[src/rtl/fib2mac_txctrl.sv]
// fib2mac_txctrl: read side of the AXIS-to-MAC TX path.
// Pops a frame byte count from the TX wbcnt FIFO, then the matching number of
// 64-bit words from the TX data FIFO. Presents them to the LMAC TX core as a
// sop/eop/mod framed stream through a 2-entry skid buffer under mac_tx_ready.
// Optional build macro FIB2MAC_STATS_EN adds stat_frames/stat_bytes counters
// and a synchronous stat_clr input.
module fib2mac_txctrl #(
  parameter int DATA_WIDTH = 64,
  parameter int BCNT_WIDTH = 32,
  parameter int MAX_BCNT   = 9600
) (
  input  logic                  clk,
  input  logic                  reset,
  output logic                  txwbcnt_rdreq,
  input  logic [BCNT_WIDTH-1:0] rd_txwbcnt_fifo,
  input  logic                  txwbcnt_rdempty,
  output logic                  txdata_rdreq,
  input  logic [DATA_WIDTH-1:0] rd_txdata_fifo,
  input  logic                  txdata_rdempty,
  output logic [DATA_WIDTH-1:0] mac_tx_data,
  output logic                  mac_tx_valid,
  output logic                  mac_tx_sop,
  output logic                  mac_tx_eop,
  output logic [2:0]            mac_tx_mod,
  input  logic                  mac_tx_ready,
  output logic                  frame_err,
  output logic                  test
`ifdef FIB2MAC_STATS_EN
  ,
  output logic [31:0]           stat_frames,
  output logic [31:0]           stat_bytes,
  input  logic                  stat_clr
`endif
);

  localparam int WL_W = BCNT_WIDTH - 2;

  typedef enum logic [3:0] {
    S_IDLE = 4'b0001,
    S_LEN  = 4'b0010,
    S_DATA = 4'b0100,
    S_DONE = 4'b1000
  } state_t;

  typedef struct packed {
    logic [DATA_WIDTH-1:0] data;
    logic                  sop;
    logic                  eop;
    logic [2:0]            mod;
  } beat_t;

  state_t          state_q, state_d;
  logic [WL_W-1:0] words_left_q, words_left_d;
  logic [WL_W-1:0] words_calc;
  logic            drop_q, drop_d;
  logic            first_q, first_d;
  logic [2:0]      mod_q;
  logic            len_load;
  logic            wb_rd;
  logic            data_rd;
  logic            err;

  // Read issued last cycle; its data is on rd_txdata_fifo this cycle.
  logic            inflight_q;
  logic            infl_sop_q;
  logic            infl_eop_q;

  // Skid buffer: head_q drives the MAC, tail_q holds the second entry.
  beat_t           head_q, tail_q;
  beat_t           new_beat;
  logic [1:0]      cnt_q;
  logic            push;
  logic            pop;
  logic [2:0]      occ;

  assign len_load   = (state_q == S_LEN);
  assign words_calc = WL_W'(rd_txwbcnt_fifo >> 3) + WL_W'(|rd_txwbcnt_fifo[2:0]);

  assign pop  = (cnt_q != 2'd0) && mac_tx_ready;
  assign push = inflight_q && !drop_q;
  // Slots committed after this edge: held entries plus returning word, minus a departing one.
  assign occ  = 3'(cnt_q) + 3'(inflight_q) - 3'(pop);

  assign data_rd = !reset && (state_q == S_DATA) && (words_left_q != '0) &&
                   !txdata_rdempty && (occ < 3'd2);

  always_comb begin
    new_beat.data = rd_txdata_fifo;
    new_beat.sop  = infl_sop_q;
    new_beat.eop  = infl_eop_q;
    new_beat.mod  = infl_eop_q ? mod_q : 3'd0;
  end

  // Next-state and control decode for the frame sequencer.
  always_comb begin
    state_d      = state_q;
    words_left_d = words_left_q;
    drop_d       = drop_q;
    first_d      = first_q;
    wb_rd        = 1'b0;
    err          = 1'b0;
    unique case (state_q)
      S_IDLE: begin
        if (!txwbcnt_rdempty) begin
          wb_rd   = 1'b1;
          state_d = S_LEN;
        end
      end
      S_LEN: begin
        if (rd_txwbcnt_fifo == '0) begin
          err     = 1'b1;
          state_d = S_IDLE;
        end else begin
          // Oversized frames are still read out word by word so both FIFOs stay aligned.
          err          = (rd_txwbcnt_fifo > BCNT_WIDTH'(MAX_BCNT));
          drop_d       = err;
          words_left_d = words_calc;
          first_d      = 1'b1;
          state_d      = S_DATA;
        end
      end
      S_DATA: begin
        if (data_rd) begin
          words_left_d = words_left_q - WL_W'(1);
          first_d      = 1'b0;
        end
        if ((words_left_q == '0) && !inflight_q) begin
          state_d = S_DONE;
        end
      end
      S_DONE: begin
        if (cnt_q == 2'd0) begin
          state_d = S_IDLE;
        end
      end
      default: state_d = S_IDLE;
    endcase
  end

  // Sequencer state, word counter and in-flight read tags.
  always_ff @(posedge clk) begin
    if (reset) begin
      state_q      <= S_IDLE;
      words_left_q <= '0;
      drop_q       <= 1'b0;
      first_q      <= 1'b0;
      mod_q        <= '0;
      inflight_q   <= 1'b0;
      infl_sop_q   <= 1'b0;
      infl_eop_q   <= 1'b0;
    end else begin
      state_q      <= state_d;
      words_left_q <= words_left_d;
      drop_q       <= drop_d;
      first_q      <= first_d;
      if (len_load) begin
        mod_q <= rd_txwbcnt_fifo[2:0];
      end
      inflight_q   <= data_rd;
      infl_sop_q   <= data_rd && first_q;
      infl_eop_q   <= data_rd && (words_left_q == WL_W'(1));
    end
  end

  // Two-entry skid buffer; head always holds the oldest beat.
  always_ff @(posedge clk) begin
    if (reset) begin
      head_q <= '0;
      tail_q <= '0;
      cnt_q  <= 2'd0;
    end else begin
      unique case ({push, pop})
        2'b10: begin
          if (cnt_q == 2'd0) head_q <= new_beat;
          else               tail_q <= new_beat;
          cnt_q <= cnt_q + 2'd1;
        end
        2'b01: begin
          head_q <= tail_q;
          cnt_q  <= cnt_q - 2'd1;
        end
        2'b11: begin
          if (cnt_q == 2'd1) begin
            head_q <= new_beat;
          end else begin
            head_q <= tail_q;
            tail_q <= new_beat;
          end
        end
        default: ;
      endcase
    end
  end

  assign txwbcnt_rdreq = wb_rd && !reset;
  assign txdata_rdreq  = data_rd;
  assign frame_err     = err && !reset;
  assign test          = 1'b0;

  assign mac_tx_valid  = (cnt_q != 2'd0);
  assign mac_tx_data   = mac_tx_valid ? head_q.data : '0;
  assign mac_tx_sop    = mac_tx_valid && head_q.sop;
  assign mac_tx_eop    = mac_tx_valid && head_q.eop;
  assign mac_tx_mod    = mac_tx_valid ? head_q.mod : 3'd0;

`ifdef FIB2MAC_STATS_EN
  logic [BCNT_WIDTH-1:0] bcnt_q;

  // Frame byte count kept for the byte statistic at eop acceptance.
  always_ff @(posedge clk) begin
    if (reset)         bcnt_q <= '0;
    else if (len_load) bcnt_q <= rd_txwbcnt_fifo;
  end

  // Delivered-frame statistics; clear wins over a same-cycle increment.
  always_ff @(posedge clk) begin
    if (reset || stat_clr) begin
      stat_frames <= '0;
      stat_bytes  <= '0;
    end else if (pop && head_q.eop) begin
      stat_frames <= stat_frames + 32'd1;
      stat_bytes  <= stat_bytes + 32'(bcnt_q);
    end
  end
`endif

endmodule
[config.mk]
export PLATFORM = sky130hd
export DESIGN_NAME = fib2mac_txctrl
export DESIGN_NICKNAME = d
export VERILOG_FILES = /design/src/rtl/fib2mac_txctrl.sv
export SDC_FILE = /design/constraint.sdc
export NUM_CORES = 1
export LEC_CHECK = 0
export BUFFER_PORTS_ARGS = -buffer_cell sky130_fd_sc_hd__buf_2
export CORE_MARGIN = 1
export CORE_UTILIZATION = 56
export CTS_BUF_LIST = sky130_fd_sc_hd__clkbuf_8 sky130_fd_sc_hd__clkbuf_16
export DETAILED_ROUTE_END_ITERATION = 16
export PLACE_DENSITY = 0.78
export RECOVER_POWER = 50
export REMOVE_ABC_BUFFERS = 1
export SYNTH_ARGS = -nofsm -noshare
export SYNTH_HDL_FRONTEND = slang
export SYNTH_SLANG_ARGS = --single-unit
[constraint.sdc]
create_clock -name clk -period 4.15 [get_ports clk]
set_input_delay 0.6225 -clock clk [delete_from_list [all_inputs] [get_ports clk]]
set_output_delay 0.6225 -clock clk [all_outputs]
set_load 0.01 [all_outputs]
# After elaboration in Yosys (flattened, before gate mapping)
# Cells that the tools add are included.
# classes
bitwise	1
muxes	25
n_lt_le_gt_ge	2
add_sub_neg	6
n_reduce_logical	32
n_eq_ne	17
# op_table
operator	count
2-to-1 mux 69 bit	4
one-hot mux 69 bit (3 select lines)	1
one-hot mux 69 bit (2 select lines)	1
2-to-1 mux 64 bit	1
2-to-1 mux 30 bit	2
one-hot mux 30 bit (2 select lines)	1
greater-than comparator 32 x 14 -> 1 bit (second input constant)	1
logical NOT 32 bit	1
adder 29 x 1 -> 30 bit	1
equality test 30 x 1 -> 1 bit (second input constant)	1
logical NOT 30 bit	1
nonzero test 30 bit	1
subtractor 30 x 1 -> 30 bit (second input constant)	1
one-hot mux 4 bit (4 select lines)	1
inequality test 2 bit (second input constant)	7
logical AND 1 bit	13
2-to-1 mux 4 bit	3
2-to-1 mux 3 bit	3
AND reduction 3 bit	3
nonzero test 2 bit	4
2-to-1 mux 1 bit	6
equality test 2 x 1 -> 1 bit (second input constant)	2
equality test 2 bit (second input constant)	2
equality test 4 x 1 -> 1 bit (second input constant)	1
17 further kinds	21
# word_totals
wordCells	100
register_bits	182
output_inout_bits	74
in_bits	101

# Logic depth before layout (Yosys ltp)
# Gate-level depths: netlist of the first run.
# depth
word_depth	7
depth_mapped	16
mapped_depth_nobuf	14

# Least setup slack after synthesis of the first run
# OpenSTA, ideal clock, no wires.
# synth_path
kind	register to register
start	register cnt_q[1]
end	register words_left_q[20]
path_stages_with_launch	16
setup_slack_ps	1005
t_required_ps	4033
arrival_time_ps	3028
period_less_slack_ps	3145
path_buffers	2
path_cell_list	dfxtp_1 -> inv_1 -> ha_1 -> clkbuf_1 -> inv_1 -> nand2_1 -> inv_1 -> ha_1 -> nand2b_1 -> fa_1 -> xnor2_1 -> nand4_1 -> o21ai_1 -> buf_2 -> o21ai_0 -> o2bb2ai_1
# synth_between
elab_chain_cells	7
elab_cells_between_ends	8
# synth_rtl
element	line_no	text
start, declared	71	logic [1:0] cnt_q;
start signal, assigned	176	cnt_q <= cnt_q + 2'd1;
start signal, assigned	180	cnt_q <= cnt_q - 2'd1;
nonzero test 2 bit	n/a	
named net mac_tx_valid	21	output logic mac_tx_valid,
logical AND 1 bit	79	assign pop = (cnt_q != 2'd0) && mac_tx_ready;
subtractor 3 x 1 -> 3 bit	82	assign occ = 3'(cnt_q) + 3'(inflight_q) - 3'(pop);
less-than comparator 3 x 2 -> 1 bit	85	!txdata_rdempty && (occ < 3'd2);
logical AND 1 bit	85	
inequality test 2 bit (no source line)	n/a	
AND reduction 3 bit (no source line)	n/a	
end signal, assigned	153	words_left_q <= words_left_d;
end, declared	53	logic [WL_W-1:0] words_left_q, words_left_d;
# The timed path passes the listed nets, and every way through them passes these cells.
# A chain may end at the register's enable or synchronous reset.

# Final worst setup path of the first run
# layout_path
start	register cnt_q[1]
end	output port txdata_rdreq
# layout_between
elab_chain_cells	5
elab_cells_between_ends	6
# layout_rtl
element	line_no	text
branches (longest 2 deep; another with adder 2 x 1 -> 3 bit)	n/a	
subtractor 3 x 1 -> 3 bit (*)	82	
less-than comparator 3 x 2 -> 1 bit (*)	85	
logical AND 1 bit (*)	85	
end, declared	17	output logic txdata_rdreq,
# Every way passes the cells marked *.

==> metrics.md, run 1 <==
| Metric | Value |
|---|---|
| Overflow after GRT | `0` |
| Data arrival, critical path | `approximately 3.2 ns` |
| Tmin final | `~3.8 ns` |
| Cell count after synthesis | `1150` |
| Cts hold-fix bufs | `0` |
| Commonest non-fill, non-tap cell in the layout | `dfxtp_1` |
| Worst Clk Skew | `between 0.009 and 0.01 ns` |
| Starting Density | `57.9%` |
| Seq cells post-synth | `roughly 180` |
| Total Power | `about 0.0044 W` |
| Antenna violations before repair | `2` |
| Routability Congestion | `just under 0.9` |
| Final setup fails | `0` |
| Dpl hpwl | `15200 um` |
| Post-synth EDFFs | `0` |
| Yosys top cell area share | `between 40% and 50%` |
| Tcrit/Tclk final | `between 90% and 100%` |
| Synth warnings | `0` |
| Crit path max fanout | `5` |
| Mean post-synth cell area | `approximately 7.7 um^2` |
| WHS Path Cells | `2` |
| Critical path endpoint category | `primary output` |
| Power Density | `around 420 mW/mm^2` |
| Post-route setup TNS | `0 ns` |
| Hold Fails Final Rpt | `0` |
| Post-Syn Area | `approximately 0.009 mm^2` |
| Wirelength, routed | `23600 um` |
| Critical path class | `reg -> out` |
| Slew @ Worst Pin | `1.72 ns` |
| CP required | `3.53 ns` |
| Die ar. | `approximately 0.016 mm^2` |
| Aggregate global-route resource usage | `28.8%` |
| Worst rel slew slack | `-14.6%` |
| Worst vdd ir | `0.000268 V` |
| Sequential power share | `a little over two fifths` |
| Worst Hold Class | `in -> reg` |
| Largest area contributor in the netlist | `dfxtp_1` |
| DP Area | `0.00989 mm^2` |
| Post-route cell area | `0.0104 mm^2` |
| Die width | `roughly 130 um` |
| Drc violations | `0` |
| Worst Reg-to-Reg Cells | `7` |
| Row count | `45` |
| Top FF cell, synth | `dfxtp_1` |
| Max clock buf depth | `2` |
| RSZ-0062 raised after global routing | `no` |
| Distinct cell type count after synthesis | `62` |
| Seq/Total Area, Yosys | `around two fifths` |
| Post-CTS Resized | `0` |
| H-tree Lvls | `4` |
| Routed vias | `~8800` |
| Clock-pin slew on the worst setup and hold paths | `around 0.060 ns` |
| Outcome | `finished, violations left` |
| WL/cell | `approximately 16 um` |
| P_sw | `between 0.001 and 0.0015 W` |
| I/O pin count | `between 150 and 200` |
| Core Box Area | `around 0.015 mm^2` |
| Clock Latency Late Sink | `roughly 0.43 ns` |
| Commonest cells after routing, fill and taps aside | `dfxtp_1, nand2_1, a21oi_1` |
| Violated checks | `max-capacitance violations, max-slew violations` |
| Largest net degree at the start of global routing | `84` |
| Drt pass-1 iters | `5` |
| Max-slew violations | `40` |
| Ys async rst share | `0%` |
| Internal Power | `approximately 0.0031 W` |
| Die Height | `around 130 um` |
| Number of CTS-inserted buffers | `17` |
| Post-DR vias/cell | `a little under 6` |
| Clock share of power | `a little under two fifths` |
| Postcts setup bufs | `0` |
| CTS sink count | `182` |
| Fmax | `around 260 MHz` |
| Layout cell share with drive strength beyond 1 | `14.1%` |
| Syn-to-layout area delta | `16.9%` |
| Crit start category | `flip-flop` |
| Clock Tree Root | `clkbuf_16` |
| Via count of the first global-routing pass | `~7800` |
| CTS tree | `done` |
| Drt first-iter violations | `about 660` |
| First-pass GRT wire length | `around 38000 um` |
| Sw frac | `between 20% and 30%` |
| Post-DRT Antenna Nets | `0` |
| Comb power frac | `between 10% and 20%` |
| Port Buffers | `between 150 and 200` |
| Area contributors post-synth | `dfxtp_1, nand2_1, a21oi_1` |
| Net count, final | `roughly 1400` |
| Leakage | `around 3.6 nW` |
| Number of max-cap violations | `2` |
[path summary, 6_finish.rpt]
path / from / slack [ns] / endpoint
setup / recovery: cnt_q[1] / 0.32 / txdata_rdreq
hold / removal: txwbcnt_rdempty / 0.40 / state_q[1]
setup reg to reg: cnt_q[1] / 0.33 / head_q[58]
hold reg to reg: tail_q[54] / 0.45 / tail_q[54]
[per-layer routing]
layer	up-vias	wire length (um)	GRT usage, %	part of all wire, %
li1	4350	-	-	-
met1	4099	10800	39.3	46
met2	303	11000	45.7	47
met3	37	1340	3.92	5.7
met4	0	507	12.1	2.2
met5	-	0	0	0
[power by group through the flow]
stage | combinational [W] | sequential [W] | clock [W]
6_report | 0.000786 | 0.00192 | 0.00169
5_1_grt | 0.000881 | 0.00193 | 0.00178
4_1_cts | 0.000797 | 0.00192 | 0.00170
3_5_place_dp | 0.000794 | 0.00196 | 0
3_3_place_gp | 0.000785 | 0.00195 | 0
2_1_floorplan | 0.000528 | 0.00194 | 0
[cells by family (layout without fill, tap and decap cells)]
| kind of cell | after synthesis | after routing | synth area share (%) |
|---|---|---|---|
| AOI/OAI and AO/OA | 283 | 283 | 20.8 |
| buffers and inverters | 105 | 240 | 4.81 |
| muxes | 4 | 4 | 0.464 |
| xor gates and xnor gates | 25 | 25 | 2.46 |
| and+or+nand+nor | 538 | 538 | 28.8 |
| adders and majority gates | 12 | 12 | 1.77 |
| DFF | 182 | 182 | 40.9 |
| other | 1 | 3 | 0.0421 |
[critical path, stage by stage (launching register included)]
cell and delay (ns):
dfxtp_1 0.40, inv_1 0.10, ha_1 0.20, inv_1 0.13, nand2_1 0.19, inv_1 0.20
ha_1 0.25, nand2b_1 0.15, fa_1 0.38, xnor2_1 0.20, nand4_1 0.20, nor2_1 0.22
buf_2 0.16
[Yosys cell counts (7+ instances only)]
library cell    n
a21oi_1       120
a221oi_1       66
and3_1          8
clkbuf_1       77
dfxtp_1       182
ha_1           11
inv_1          15
nand2_1       174
nand3_1        20
nand4_1        14
nor2_1        115
nor2b_1        72
nor3_1         88
nor4_1         16
o211ai_1       12
o21ai_0        41
or3_1           7
xnor2_1        18
xor2_1          7
[final cells by class]
class / count / area, um^2
clock buffers: 19 / 453
fillers: 1369 / 4970
diodes: 2 / 5.00
multi-input cells: 863 / 4840
inverters: 15 / 56.3
flip-flops and latches: 182 / 3640
well taps: 211 / 264
clock inverters: 13 / 171
repair buffers: 193 / 970
[metrics by stage]
step | utilization [%] | setup slack (ns) | hold WS [ns] | instances
2_1_floorplan | - | -1.35 | 0.425 | 1060
3_3_place_gp | 64.3 | 0.704 | 0.438 | 1464
3_5_place_dp | 64.3 | 0.629 | 0.446 | 1464
4_1_cts | 68.4 | 0.262 | 0.389 | 1496
5_1_grt | 67.7 | 0.0722 | 0.411 | 1498
6_report | 67.7 | 0.322 | 0.401 | 1498
[flip-flops by register name (all words and copies together), names as in the netlist]
signal	flops
head_q	69
tail_q	69
words_left_q	30
state_q	4
mod_q	3
cnt_q	2
drop_q	1
first_q	1
infl_eop_q	1
infl_sop_q	1
inflight_q	1
Note: power is estimated with default switching activity, not from simulation.
==> run 2: changes to the inputs <==
- CORE_ASPECT_RATIO: default -> 0.75
==> run 2 against run 1 <==
The run still ends with max-capacitance violations, max-slew violations left. Cell count shrank 0.47%. Register-to-register slack gained 0.20 ns. Global-route usage grew 0.68 points. Hold slack lost 0.011 ns.
==> metrics.md, run 2 (synthesis results as in run 1) <==
| Metric | Value |
|---|---|
| CP required | `3.53 ns (about the same)` |
| Data arrival, critical path | `3.28 ns (+0.07 ns)` |
| Worst rel slew slack | `-17.6% (-3.0 points)` |
| Hold Fails Final Rpt | `0 (unchanged)` |
| Critical path endpoint category | `primary output` |
| Aggregate global-route resource usage | `29.4% (+0.68 points)` |
| Worst path cell trace | `inv_1, ha_1, inv_1, nand2_1, inv_2, ha_1, nand2b_1, fa_1, xnor2_1, nand4_1, nor2_1, buf_2` |
| Clock Latency Late Sink | `0.43 ns (about the same)` |
| Worst Slack Setup Final | `0.248 ns (-0.0735 ns)` |
| First-pass GRT wire length | `39600 um (+4.4%)` |
| P_sw | `0.00134 W (+5.9%)` |
| Worst vdd ir | `0.000300 V (+12%)` |
| Violated checks | `max-capacitance violations, max-slew violations` |
| Drt pass-1 iters | `6 (+1)` |
| Wirelength, routed | `24300 um (+3.1%)` |
| CTS tree | `done` |
| Sequential power share | `44.9% (+1.2 points)` |
| Critical path class | `reg -> out` |
| Largest net degree at the start of global routing | `73 (-13%)` |
| Commonest non-fill, non-tap cell in the layout | `dfxtp_1` |
| Net count, final | `1384 (-0.072%)` |
| Post-CTS Resized | `0 (unchanged)` |
| Outcome | `finished, violations left` |
| Comb power frac | `18.8% (+0.9 points)` |
| Power Density | `414 mW/mm^2 (-2.0%)` |
| Final setup fails | `0 (unchanged)` |
| Number of CTS-inserted buffers | `17 (unchanged)` |
| H-tree Lvls | `4 (unchanged)` |
| Via count of the first global-routing pass | `7915 (+2.1%)` |
| Commonest cells after routing, fill and taps aside | `dfxtp_1, nand2_1, a21oi_1` |
| Fmax | `256 MHz (-1.9%)` |
| Antenna violations before repair | `3 (+1)` |
| Routed vias | `8886 (+1.1%)` |
| Worst Clk Skew | `0.0159 ns (+0.00690 ns)` |
| Overflow after GRT | `0 (unchanged)` |
| Max clock buf depth | `2 (unchanged)` |
| RSZ-0062 raised after global routing | `no` |
| Critical-path top delay cell | `dfxtp_1` |
| Number of max-cap violations | `2 (unchanged)` |
| Total Power | `0.00427 W (-2.8%)` |
| Clock share of power | `36.3% (-2.1 points)` |
| Top Registers | `head_q x69, tail_q x69, words_left_q x30` |
| Layout cell share with drive strength beyond 1 | `13.3% (-0.76 points)` |
| Internal Power | `0.00293 W (-6.3%)` |
| WL/cell | `16.3 um (+3.6%)` |
| Die Height | `111 um (-13%)` |
| Clock Tree Root | `clkbuf_16` |
| CTS sink count | `182 (unchanged)` |
| Row count | `39 (-13%)` |
| Starting Density | `57.9% (unchanged)` |
| Tmin final | `3.90 ns (+0.0735 ns)` |
| Tcrit/Tclk final | `94.0% (+1.8 points)` |
| Die width | `148 um (+15%)` |
| Port Buffers | `173 (unchanged)` |
| Sw frac | `31.3% (+2.6 points)` |
| Core Box Area | `0.0154 mm^2 (unchanged)` |
| Crit path max fanout | `5 (unchanged)` |
| Syn-to-layout area delta | `15.9%` |
| Dpl hpwl | `15500 um (+1.9%)` |
| Pre-CTS setup slack | `0.644 ns (+0.0150 ns)` |
| Leakage | `3.51 nW (-2.9%)` |
| Post-DRT Antenna Nets | `0 (unchanged)` |
| Die ar. | `0.0164 mm^2 (about the same)` |
| Largest stage delay, worst path | `0.40 ns (about the same)` |
| Crit start category | `flip-flop` |
| Drc violations | `0 (unchanged)` |
| I/O pin count | `175 (unchanged)` |
| Slew @ Worst Pin | `1.74 ns (+0.0202 ns)` |
| Clock-pin slew on the worst setup and hold paths | `0.08 ns (+0.02 ns)` |
| Post-DR vias/cell | `5.96 (+1.6%)` |
| Worst Hold Class | `in -> reg` |
| Cts hold-fix bufs | `0 (unchanged)` |
| Postcts setup bufs | `0 (unchanged)` |
| Drt first-iter violations | `937 (+43%)` |
| Routability Congestion | `0.941 (+5.7%)` |
| Max-slew violations | `80 (+100%)` |
-- run 2: per-stage QoR --
| step | cells | util (%) | instance area, um^2 | setup TNS [ns] | hold WS, ns |
|---|---|---|---|---|---|
| 3_5_place_dp | 1457 | 64.1 | 9850 | 0 | 0.445 |
| 2_1_floorplan | 1060 | - | 8530 | -172.09 | 0.425 |
| 6_report | 1491 | 67.1 | 10300 | 0 | 0.390 |
| 4_1_cts | 1488 | 67.7 | 10400 | 0 | 0.390 |
| 3_3_place_gp | 1457 | 64.1 | 9850 | 0 | 0.439 |
| 5_1_grt | 1489 | 67.1 | 10300 | 0 | 0.392 |
-- run 2: per-layer routing --
layer  track usage (%)  vias up  part of all wire (%)
met2              44.3      397                    44
met1              42.5     4117                    46
li1                  -     4347                     -
met5                 0        -                     0
met4              7.63        0                   1.2
met3              6.26       25                   8.8
-- run 2: area by class of cell --
| type | instances | area [um^2] |
|---|---|---|
| Clock inverter | 14 | 139 |
| Antenna cell | 3 | 7.51 |
| Tap cell | 205 | 256 |
| Clock buffer | 17 | 425 |
| Multi-Input combinational cell | 863 | 4870 |
| Timing Repair Buffer | 192 | 921 |
| Sequential cell | 182 | 3640 |
| Inverter | 15 | 56.3 |
| Fill cell | 1335 | 5050 |
-- run 2: worst max-delay path: cells and delay by family (launching register included) --
kind	cells	cell delay, ns
fa+ha+maj	3	0.83
flops	1	0.40
simple gates	4	0.83
xor+xnor	1	0.19
buf+inv	4	0.59
-- run 2: worst paths after layout --
path | startpoint | to | slack (ns) | cells past startpoint
max | cnt_q[1] | txdata_rdreq | 0.25 | 12
min | txwbcnt_rdempty | state_q[1] | 0.39 | 2
max reg2reg | cnt_q[1] | head_q[61] | 0.53 | 7
min reg2reg | tail_q[0] | tail_q[0] | 0.45 | 2
-- run 2: power by group through the flow --
stage	logic (W)	clock network, W	registers, W
4_1_cts	0.000803	0.00156	0.00192
3_5_place_dp	0.000798	0	0.00196
2_1_floorplan	0.000528	0	0.00194
5_1_grt	0.000883	0.00165	0.00193
3_3_place_gp	0.000785	0	0.00195
6_report	0.000803	0.00155	0.00192
